## config.mk

```make
export PLATFORM = sky130hd
export DESIGN_NAME = uart_frame_rx_flat
export DESIGN_NICKNAME = d
export VERILOG_FILES = /design/src/rtl/uart_frame_rx_if.sv /design/src/rtl/uart_frame_rx.sv /design/src/flat_wrapper.sv
export SDC_FILE = /design/constraint.sdc
export NUM_CORES = 2
export LEC_CHECK = 0
export ABC_CLOCK_PERIOD_IN_PS = 3600
export CAP_MARGIN = 20
export CORE_MARGIN = 4
export CORE_UTILIZATION = 50
export CTS_BUF_LIST = sky130_fd_sc_hd__clkbuf_4 sky130_fd_sc_hd__clkbuf_8
export DETAILED_ROUTE_END_ITERATION = 12
export GPL_ROUTABILITY_DRIVEN = 0
export GPL_TIMING_DRIVEN = 0
export HOLD_SLACK_MARGIN = 0.1
export PLACE_DENSITY = 0.73
export SETUP_SLACK_MARGIN = 0.02
export SLEW_MARGIN = 15
export SYNTH_ARGS = -nofsm -noshare
export SYNTH_HDL_FRONTEND = slang
export SYNTH_SLANG_ARGS = --single-unit
export TNS_END_PERCENT = 30
```

## constraint.sdc

```tcl
create_clock -name clk -period 3.6 [get_ports clk]
set_input_delay 0.54 -clock clk [delete_from_list [all_inputs] [get_ports clk]]
set_output_delay 0.54 -clock clk [all_outputs]
set_load 0.01 [all_outputs]
```

## src/rtl/uart_frame_rx_if.sv

```systemverilog
// Frame output channel of the UART frame receiver.
// Valid/ready handshake carrying one assembled image frame.
interface uart_frame_rx_if #(
   parameter int W = 392
) ();
   logic         m_valid;
   logic         m_ready;
   logic [W-1:0] m_data;

   modport master (
      output m_valid,
      output m_data,
      input  m_ready
   );

   modport slave (
      input  m_valid,
      input  m_data,
      output m_ready
   );
endinterface

```

## src/rtl/uart_frame_rx.sv

```systemverilog
// 8N1 UART receiver that packs NUM_WORDS bytes into one image frame.
// Handles glitch rejection, framing errors, idle timeout and overrun.
module uart_frame_rx #(
   parameter int R_I              = 7,
   parameter int C_I              = 7,
   parameter int W_I              = 8,
   parameter int CLOCKS_PER_PULSE = 4,
   parameter int BITS_PER_WORD    = 8,
   parameter int W_OUT            = R_I*C_I*W_I,
   parameter int NUM_WORDS        = W_OUT/BITS_PER_WORD,
   parameter int TIMEOUT_PULSES   = 32
) (
   input  logic             clk,
   input  logic             rstn,
   input  logic             rx,
   uart_frame_rx_if.master  m,
   output logic             frame_err,
   output logic             overrun,
   output logic             timeout
);

   localparam int CW = $clog2(CLOCKS_PER_PULSE);
   localparam int BW = (BITS_PER_WORD > 1) ?
                       $clog2(BITS_PER_WORD) : 1;
   localparam int WW = (NUM_WORDS > 1) ?
                       $clog2(NUM_WORDS) : 1;
   localparam int IW = $clog2(W_OUT);
   localparam int TO_LIM = TIMEOUT_PULSES*CLOCKS_PER_PULSE;
   localparam int TW = $clog2(TO_LIM+1);

   localparam logic [CW-1:0] HALF_END =
      CW'(CLOCKS_PER_PULSE/2-1);
   localparam logic [CW-1:0] FULL_END =
      CW'(CLOCKS_PER_PULSE-1);
   localparam logic [BW-1:0] BIT_END =
      BW'(BITS_PER_WORD-1);
   localparam logic [WW-1:0] WORD_END =
      WW'(NUM_WORDS-1);
   localparam logic [TW-1:0] TO_END =
      TW'(TO_LIM-1);

   typedef enum logic [1:0] {
      IDLE,
      START,
      DATA,
      STOP
   } state_t;

   state_t state;
   state_t state_nxt;

   logic rx_m;
   logic rx_s;
   logic rx_d;

   logic [CW-1:0] clk_cnt;
   logic [BW-1:0] bit_cnt;
   logic [WW-1:0] word_cnt;
   logic [TW-1:0] to_cnt;

   logic [BITS_PER_WORD-1:0] shreg;
   logic [W_OUT-1:0]         fbuf;
   logic [W_OUT-1:0]         fbuf_nxt;
   logic [IW-1:0]            slot_lo;

   logic             valid_q;
   logic [W_OUT-1:0] data_q;

   logic fall;
   logic cnt_run;
   logic start_smp;
   logic data_smp;
   logic stop_smp;
   logic accept;
   logic ferr;
   logic last;
   logic to_fire;
   logic hs;

   // Two-flop synchroniser plus one delayed copy for edge detection
   always_ff @(posedge clk) begin
      if (!rstn) begin
         rx_m <= 1'b1;
         rx_s <= 1'b1;
         rx_d <= 1'b1;
      end else begin
         rx_m <= rx;
         rx_s <= rx_m;
         rx_d <= rx_s;
      end
   end

   assign fall = rx_d & ~rx_s;

   // FSM state register
   always_ff @(posedge clk) begin
      if (!rstn) begin
         state <= IDLE;
      end else begin
         state <= state_nxt;
      end
   end

   // FSM next-state: hunt edge, confirm start, shift bits, check stop
   always_comb begin
      state_nxt = state;
      unique case (state)
         IDLE: begin
            if (fall) state_nxt = START;
         end
         START: begin
            if (start_smp) state_nxt = rx_s ? IDLE : DATA;
         end
         DATA: begin
            if (data_smp && bit_cnt == BIT_END)
               state_nxt = STOP;
         end
         STOP: begin
            if (stop_smp) state_nxt = IDLE;
         end
         default: state_nxt = IDLE;
      endcase
   end

   // FSM outputs: bit-timer enable and per-state sample strobes
   always_comb begin
      cnt_run   = 1'b0;
      start_smp = 1'b0;
      data_smp  = 1'b0;
      stop_smp  = 1'b0;
      unique case (state)
         IDLE: begin
            cnt_run = 1'b0;
         end
         START: begin
            cnt_run   = 1'b1;
            start_smp = (clk_cnt == HALF_END);
         end
         DATA: begin
            cnt_run  = 1'b1;
            data_smp = (clk_cnt == FULL_END);
         end
         STOP: begin
            cnt_run  = 1'b1;
            stop_smp = (clk_cnt == FULL_END);
         end
         default: cnt_run = 1'b0;
      endcase
   end

   assign accept  = stop_smp & rx_s;
   assign ferr    = stop_smp & ~rx_s;
   assign last    = accept & (word_cnt == WORD_END);
   assign to_fire = (state == IDLE) &&
                    (word_cnt != '0) &&
                    (to_cnt == TO_END);
   assign hs      = valid_q & m.m_ready;

   // Bit timer restarts at every sample point and idles at zero
   always_ff @(posedge clk) begin
      if (!rstn) begin
         clk_cnt <= '0;
      end else if (!cnt_run || start_smp ||
                   data_smp || stop_smp) begin
         clk_cnt <= '0;
      end else begin
         clk_cnt <= clk_cnt + 1'b1;
      end
   end

   // Data-bit counter and LSB-first shift register
   always_ff @(posedge clk) begin
      if (!rstn) begin
         bit_cnt <= '0;
         shreg   <= '0;
      end else if (state == START) begin
         bit_cnt <= '0;
      end else if (data_smp) begin
         shreg   <= {rx_s, shreg[BITS_PER_WORD-1:1]};
         bit_cnt <= (bit_cnt == BIT_END) ?
                    '0 : bit_cnt + 1'b1;
      end
   end

   // Slot counter: advances per good byte, drops partial frames
   always_ff @(posedge clk) begin
      if (!rstn) begin
         word_cnt <= '0;
      end else if (ferr || to_fire) begin
         word_cnt <= '0;
      end else if (accept) begin
         word_cnt <= last ? '0 : word_cnt + 1'b1;
      end
   end

   // Idle timer only runs while a partial frame is pending
   always_ff @(posedge clk) begin
      if (!rstn) begin
         to_cnt <= '0;
      end else if (state != IDLE || word_cnt == '0 ||
                   to_fire) begin
         to_cnt <= '0;
      end else begin
         to_cnt <= to_cnt + 1'b1;
      end
   end

   // Frame buffer with the current byte merged into its slot
   always_comb begin
      slot_lo  = IW'(word_cnt) * IW'(BITS_PER_WORD);
      fbuf_nxt = fbuf;
      fbuf_nxt[slot_lo +: BITS_PER_WORD] = shreg;
   end

   // Frame buffer register, decoupled from the output holding reg
   always_ff @(posedge clk) begin
      if (!rstn) begin
         fbuf <= '0;
      end else if (accept) begin
         fbuf <= fbuf_nxt;
      end
   end

   // Output holding register with overrun detection
   always_ff @(posedge clk) begin
      if (!rstn) begin
         valid_q <= 1'b0;
         data_q  <= '0;
         overrun <= 1'b0;
      end else begin
         overrun <= 1'b0;
         if (last) begin
            if (!valid_q || hs) begin
               data_q  <= fbuf_nxt;
               valid_q <= 1'b1;
            end else begin
               overrun <= 1'b1;
            end
         end else if (hs) begin
            valid_q <= 1'b0;
         end
      end
   end

   // Single-cycle error pulses
   always_ff @(posedge clk) begin
      if (!rstn) begin
         frame_err <= 1'b0;
         timeout   <= 1'b0;
      end else begin
         frame_err <= ferr;
         timeout   <= to_fire;
      end
   end

   assign m.m_valid = valid_q;
   assign m.m_data  = data_q;

endmodule

```

## src/flat_wrapper.sv

```systemverilog
// flat-port wrapper written by rule: the top's interface ports become plain ports
module uart_frame_rx_flat 
#(
   parameter int R_I              = 7,
   parameter int C_I              = 7,
   parameter int W_I              = 8,
   parameter int CLOCKS_PER_PULSE = 4,
   parameter int BITS_PER_WORD    = 8,
   parameter int W_OUT            = R_I*C_I*W_I,
   parameter int NUM_WORDS        = W_OUT/BITS_PER_WORD,
   parameter int TIMEOUT_PULSES   = 32
)
  (clk, rstn, rx, frame_err, overrun, timeout, m_m_valid, m_m_data, m_m_ready);
  uart_frame_rx_if #(.W(((49)*8))) m_i ();
  input  logic clk;
  input  logic rstn;
  input  logic rx;
  output logic frame_err;
  output logic overrun;
  output logic timeout;
  output wire logic [$bits(m_i.m_valid)-1:0] m_m_valid;
  output wire logic [$bits(m_i.m_data)-1:0] m_m_data;
  input wire logic [$bits(m_i.m_ready)-1:0] m_m_ready;
  assign m_m_valid = m_i.m_valid;
  assign m_m_data = m_i.m_data;
  assign m_i.m_ready = m_m_ready;
  uart_frame_rx #(.R_I(R_I), .C_I(C_I), .W_I(W_I), .CLOCKS_PER_PULSE(CLOCKS_PER_PULSE), .BITS_PER_WORD(BITS_PER_WORD), .W_OUT(W_OUT), .NUM_WORDS(NUM_WORDS), .TIMEOUT_PULSES(TIMEOUT_PULSES)) u_core (.clk(clk), .rstn(rstn), .rx(rx), .m(m_i), .frame_err(frame_err), .overrun(overrun), .timeout(timeout));
endmodule
```

# Word level (Yosys, flattened, before mapping)
# Index checks and enable logic that the tools add are counted.
# W data, S select, Z words.
word_totals:
  register_bits: 820
  out_inout_bits: 396
  in_bits: 4
  wordCells: 87
classes:
  mux: 17
  bitwise: 8
  eq_ne: 13
  n_reduce_logical: 27
  shifts: 2
  add_sub_neg: 5
ops:
  columns: ["op", "count"]
  rows:
  - ["$bwmux W392", 1]
  - ["$shift A8 B11 Y392 const A", 1]
  - ["$shiftx A8 B11 Y392", 1]
  - ["$neg A9 Y11", 1]
  - ["$mux W2", 5]
  - ["$add A8 B1 Y8 const B", 1]
  - ["$eq A8 B7 Y1 const B", 1]
  - ["$ne A2 B1 Y1 const B", 4]
  - ["$pmux W2 S4", 1]
  - ["$reduce_and A2 Y1", 4]
  - ["$reduce_or A2 Y1", 4]
  - ["$logic_or A1 B1 Y1", 7]
  - ["$mux W1", 7]
  - ["$add A6 B1 Y6 const B", 1]
  - ["$eq A2 B2 Y1 const B", 3]
  - ["$eq A6 B6 Y1 const B", 1]
  - ["$logic_not A6 Y1", 1]
  - ["$mux W6", 1]
  - ["$reduce_bool A6 Y1", 1]
  - ["$and A1 B1 Y1", 5]
  - ["$eq A2 B1 Y1 const B", 2]
  - ["$reduce_and A4 Y1", 1]
  - ["$reduce_bool A2 Y1", 2]
  - ["$add A3 B1 Y3 const B", 1]
  - ["other kinds (10)", 15]

# Longest topological paths before layout
depth:
  ltp_word: 8
  ltp_mapped: 11
  ltp_nobuf: 7

# Worst setup path after synthesis
# OpenSTA, ideal clock, no wires.
synth_path:
  kind: "reg-to-reg"
  start: "register u_core.word_cnt[1]"
  end: "register u_core.fbuf[80]"
  synth_period_minus_slack_ps: 2397
  n_path_buf: 3
  t_required_ps: 3484
  arrival_ps: 2281
  path_stages_with_launch: 11
  setup_slack_ps: 1203
  setup_time_ps: 116
  path_cell_list: "dfxtp_1 -> buf_6 -> inv_1 -> ha_1 -> clkbuf_1 -> nor2b_1 -> nand3_1 -> or4_1 -> buf_2 -> mux2i_1 -> nor2b_1"
synth_via:
  elab_chain_cells: 3
  elab_cells_between_ends: 4
  classes_between: "1 x add/sub; 2 x shift; 1 x mux"
synth_rtl:
  columns: ["element", "line_no", "rtl"]
  rows:
  - ["from (decl)", "uart_frame_rx.sv:58", "logic [WW-1:0] word_cnt;"]
  - ["from (signal assigned)", "uart_frame_rx.sv:192", "word_cnt <= last ? '0 : word_cnt + 1'b1;"]
  - ["$neg A9 Y11 *", "uart_frame_rx.sv:212", "fbuf_nxt[slot_lo +: BITS_PER_WORD] = shreg;"]
  - ["$shiftx A8 B11 Y392 / $shift A8 B11 Y392 (equally long branches)", "uart_frame_rx.sv:212", null]
  - ["$bwmux W392 *", "uart_frame_rx.sv:212", null]
  - ["to (signal assigned)", "uart_frame_rx.sv:220", "fbuf <= fbuf_nxt;"]
  - ["to (decl)", "uart_frame_rx.sv:62", "logic [W_OUT-1:0] fbuf;"]
# Mark *: on every way between the ends. The rest lies on a longest branch, timed or not.
# A chain may end at the register's enable or synchronous reset.

# Worst setup path in the final report
layout_path:
  start: "register u_core.word_cnt[0]"
  end: "register u_core.data_q[281], in the netlist u_core.m.m_data[281]"
layout_via:
  elab_chain_cells: 3
  elab_cells_between_ends: 7
  classes_between: "1 x add/sub; 1 x eq/ne; 2 x shift; 1 x mux; 1 x bitwise; 1 x reduce/logical"
layout_rtl:
  columns: ["element", "line_no", "rtl"]
  rows:
  - ["$neg A9 Y11 / $eq A6 B6 Y1 (equally long branches)", "uart_frame_rx.sv:212, uart_frame_rx.sv:153", null]
  - ["$shiftx A8 B11 Y392 (tied with other cells)", "uart_frame_rx.sv:212", null]
  - ["$bwmux W392 / $reduce_and A2 Y1 (equally long branches)", null, null]
  - ["to (signal assigned)", "uart_frame_rx.sv:234", "data_q <= fbuf_nxt;"]
  - ["to (decl)", "uart_frame_rx.sv:67", "logic [W_OUT-1:0] data_q;"]
# Several ways; a longest one is shown, not always the timed one.

==> metrics.csv <==
stage,metric,value,unit
status,status,completed,
floorplan,die height,257,um
power_and_ir_drop,Lkg Pwr,15.2,nW
worst_setup_path,crit end category,flop,
clock_network,H-tree depth,4,
power_and_ir_drop,clock share of power,49.2,%
sta,skew final,0.0341,ns
layout,layout cell share with drive strength beyond 1,9.61,%
layout,Area Growth Syn to Fin,26.1,%
place,placed inst area,36000,um^2
worst_setup_path,r2r startpoint,u_core.word_cnt[0],
power_and_ir_drop,sequential power share,49.4,%
sta,# setup viols final,0,
floorplan,Die X,257,um
global_routing,vias in the first global route,24000,
power_and_ir_drop,Logic pwr share,1.4,%
route,vias per cell,5.27,
layout,Final Non-Filler Cells,4803,
worst_setup_path,worst endpoint required time,4.31,ns
worst_setup_path,WS Path Type,reg2reg,
layout,nets,3870,
sta,setup TNS,0,ns
synth,Post-Syn Instances,3322,
synth,Async SR Flop Fraction,0,%
floorplan,Starting Density,50.3,%
synth,Syn Nets,3333,
sta,Final period util,95.3,%
floorplan,site row count,91,
power_and_ir_drop,VDD IR max,0.301,mV
worst_setup_path,Worst EP arrival,4.14,ns
worst_setup_path,CP startpoint kind,flop,
worst_setup_path,Crit path max-delay family,simple AND/OR/NAND/NOR gates,
sta,Max Slew Vio Count,0,
worst_setup_path,maximum fanout along the worst path,10,
synth,#FFs+latches synth,820,
synth,"EDFF count, synth",0,
worst_setup_path,CP endpoint,u_core.m.m_data[281],
synth,dominant synthesized flop cell,dfxtp_1,
global_routing,first-pass GRT wire length,147000,um
worst_setup_path,critical path cell sequence,"inv_1, ha_1, nor3b_4, nand3_2, nor3_4, buf_2, clkbuf_1, o21ai_0, nor2_1",
place,port bufs,398,
worst_setup_path,reg-to-reg setup timing slack,0.17,ns
route,drt total wl,99800,um
worst_setup_path,Setup crit start,u_core.word_cnt[0],
clock_network,Num CTS Buffers,136,
flow_run,Max Cap Violations,0,
synth,synth unique cells,71,
route,DR DRC count,0,
global_routing,initial antenna violation count,2,
clock_network,clk root buf,clkbuf_8,
layout,Filler Cell Count,5188,
place,dpl hpwl,70400,um
layout,Final Instance Area,39100,um^2
sta,RSZ-0062 raised after global routing,no,
worst_setup_path,Crit path depth,9,
layout,"commonest non-fill, non-tap cell in the layout",dfxtp_1,
clock_network,Worst-Skew Late Latency,0.79,ns
worst_setup_path,Critical Path Slowest Stage Cell,nor3_4,
synth,synth warn,0,
sta,Tmin final,3.43,ns
clock_network,CTS sink count,820,
power_and_ir_drop,Sw Ratio,21.7,%
global_routing,largest net degree at the start of global routing,17,
route,routed vias,25300,
clock_network,# hold bufs at CTS,0,
power_and_ir_drop,Pint,0.0144,W
clock_network,Clock Pin Slew Worst Setup and Hold Paths,0.07,ns
sta,final hold vios,0,
clock_network,CTS max path bufs,3,
layout,most frequent cells in the layout,"dfxtp_1 (820), nand2_1 (658), mux2i_1 (417), clkdlybuf4s50_1 (398), nor2_1 (275)",
synth,Syn Area/Cell,9.34,um^2
sta,worst slew pin tran,1.23,ns
floorplan,I/O pin cnt,400,
power_and_ir_drop,Pwr Density,470,nW/um^2
floorplan,Core Area,61600,um^2
synth,"Seq/Total Area, Yosys",52.9,%
route,ANT nets after route,0,
worst_setup_path,Worst Path Buf+Inv,3,
synth,Post-Syn Area,31000,um^2
global_routing,GRT Total Usage,29.0,%
clock_network,TritonCTS clock tree,yes,
sta,max frequency,291,MHz
power_and_ir_drop,sw power,0.00400,W
worst_setup_path,worst r2r dst,u_core.m.m_data[281],
route,drt first pass iters,5,
sta,slew margin rel.,18.2,%
route,detailed router's first-iteration violation count,1823,
global_routing,GRT overflow,0,
worst_setup_path,r2r worst-path depth,9,
place,placed insts,4557,
worst_setup_path,Crit path largest cell delay,0.60,ns
route,average wire per standard cell,20.8,um
layout,Post-Route Utilization,63.5,%
floorplan,Die ar.,66100,um^2
min_path,HP Class,reg2reg,
==> power by group through the flow <==
stage | clock network [W] | logic [W] | registers [W]
5_1_grt | 0.00956 | 0.000275 | 0.00907
3_5_place_dp | 0 | 0.000255 | 0.00928
4_1_cts | 0.00912 | 0.000256 | 0.00908
2_1_floorplan | 0 | 0.000156 | 0.00928
6_report | 0.00904 | 0.000261 | 0.00908
3_3_place_gp | 0 | 0.000255 | 0.00928
==> how the worst min path moves through the flow <==
stage	cells past startpoint	from	slack [ns]	to
2_1_floorplan	1	u_core.rx_m	0.39	u_core.rx_s
3_3_place_gp	1	u_core.rx_m	0.40	u_core.rx_s
3_5_place_dp	1	u_core.rx_m	0.40	u_core.rx_s
4_1_cts	2	rx	0.36	u_core.rx_m
5_1_grt	2	rx	0.39	u_core.rx_m
6_report	1	u_core.rx_m	0.40	u_core.rx_s
==> stage by stage <==
stage | total power, W | worst slack [ns] | hold WS, ns
CTS | 0.0185 | 0.147 | 0.362
detailed placement | 0.00953 | 0.168 | 0.399
floorplan | 0.00943 | 1.20 | 0.386
global route | 0.0189 | 0.0519 | 0.386
finish | 0.0184 | 0.168 | 0.402
global placement | 0.00953 | 0.236 | 0.396
==> cell usage after synthesis, drive strengths merged (2+ instances only) <==
library cell  count  area (um^2)
nand3b            5         37.5
nand3           111          581
o21ba             2         20.0
nor4              6          128
nand4            11         81.3
o21ai           244         1220
nor3             10          100
xor2             10          106
nand2b            6         37.5
ha                7         87.6
nor2b           124          776
o211ai            2         20.0
and4              2         17.5
o21a              2         15.0
nor4b             5         50.0
a21boi          178         1340
o211a             9         90.1
a311oi            2         17.5
mux2i           417         4170
a211oi            4         80.1
a21oi            79          399
xnor2             5         51.3
and2              4         25.0
or3               4         25.0
clkbuf          176          661
nor3b             2         26.3
buf              94          562
a22oi             2         20.0
and3              9         56.3
nor2            284         1090
dfxtp           820        16400
or4               3         22.5
inv               6         22.5
a21o              2         15.0
or4b              2         20.0
nand2           659         2480
==> cell type report <==
type                    count  area [um^2]  area share [%]
multi-input cells        2226        13400            34.1
repair buffers            399         4000            10.2
flip-flops and latches    820        16400            42.0
plain buffers             270         1220            3.12
diodes                      2         5.00          0.0128
clock inverters            27          287           0.732
well taps                 837         1050            2.68
inverters                   6         22.5          0.0576
clock buffers             216         2770            7.07
==> registers in the layout (all words and copies together), names as in the netlist, 2 cells and up, named ones only <==
| signal | cells |
|---|---|
| u_core.word_cnt | 6 |
| u_core.fbuf | 392 |
| u_core.bit_cnt | 3 |
| u_core.m.m_data | 392 |
| u_core.to_cnt | 8 |
| u_core.shreg | 8 |
| u_core.clk_cnt | 2 |
==> logic make-up after synthesis <==
logic type,after synthesis,share of synthesized area [%]
and+or+nand+nor,1250,18.0
DFF,820,52.9
AOI/OAI and AO/OA,537,10.8
muxes,417,13.5
buffers and inverters,276,4.01
xor gates and xnor gates,15,0.508
adders and majority gates,7,0.282
==> layer usage <==
metal / wire length (um) / up-vias / global-route usage, %
met5: 0 / - / 0
met4: 4050 / 0 / 12.3
met3: 7590 / 194 / 7.52
met2: 44900 / 907 / 45.6
met1: 43300 / 12000 / 38.2
li1: - / 12200 / -
==> timing repair <==
action                                 CTS  global route
buffers inserted                         0             0
gates resized for setup                  0             1
endpoints found under the hold margin    0             0
setup endpoints to repair                0             1
Power figures use the tool's default switching activity.
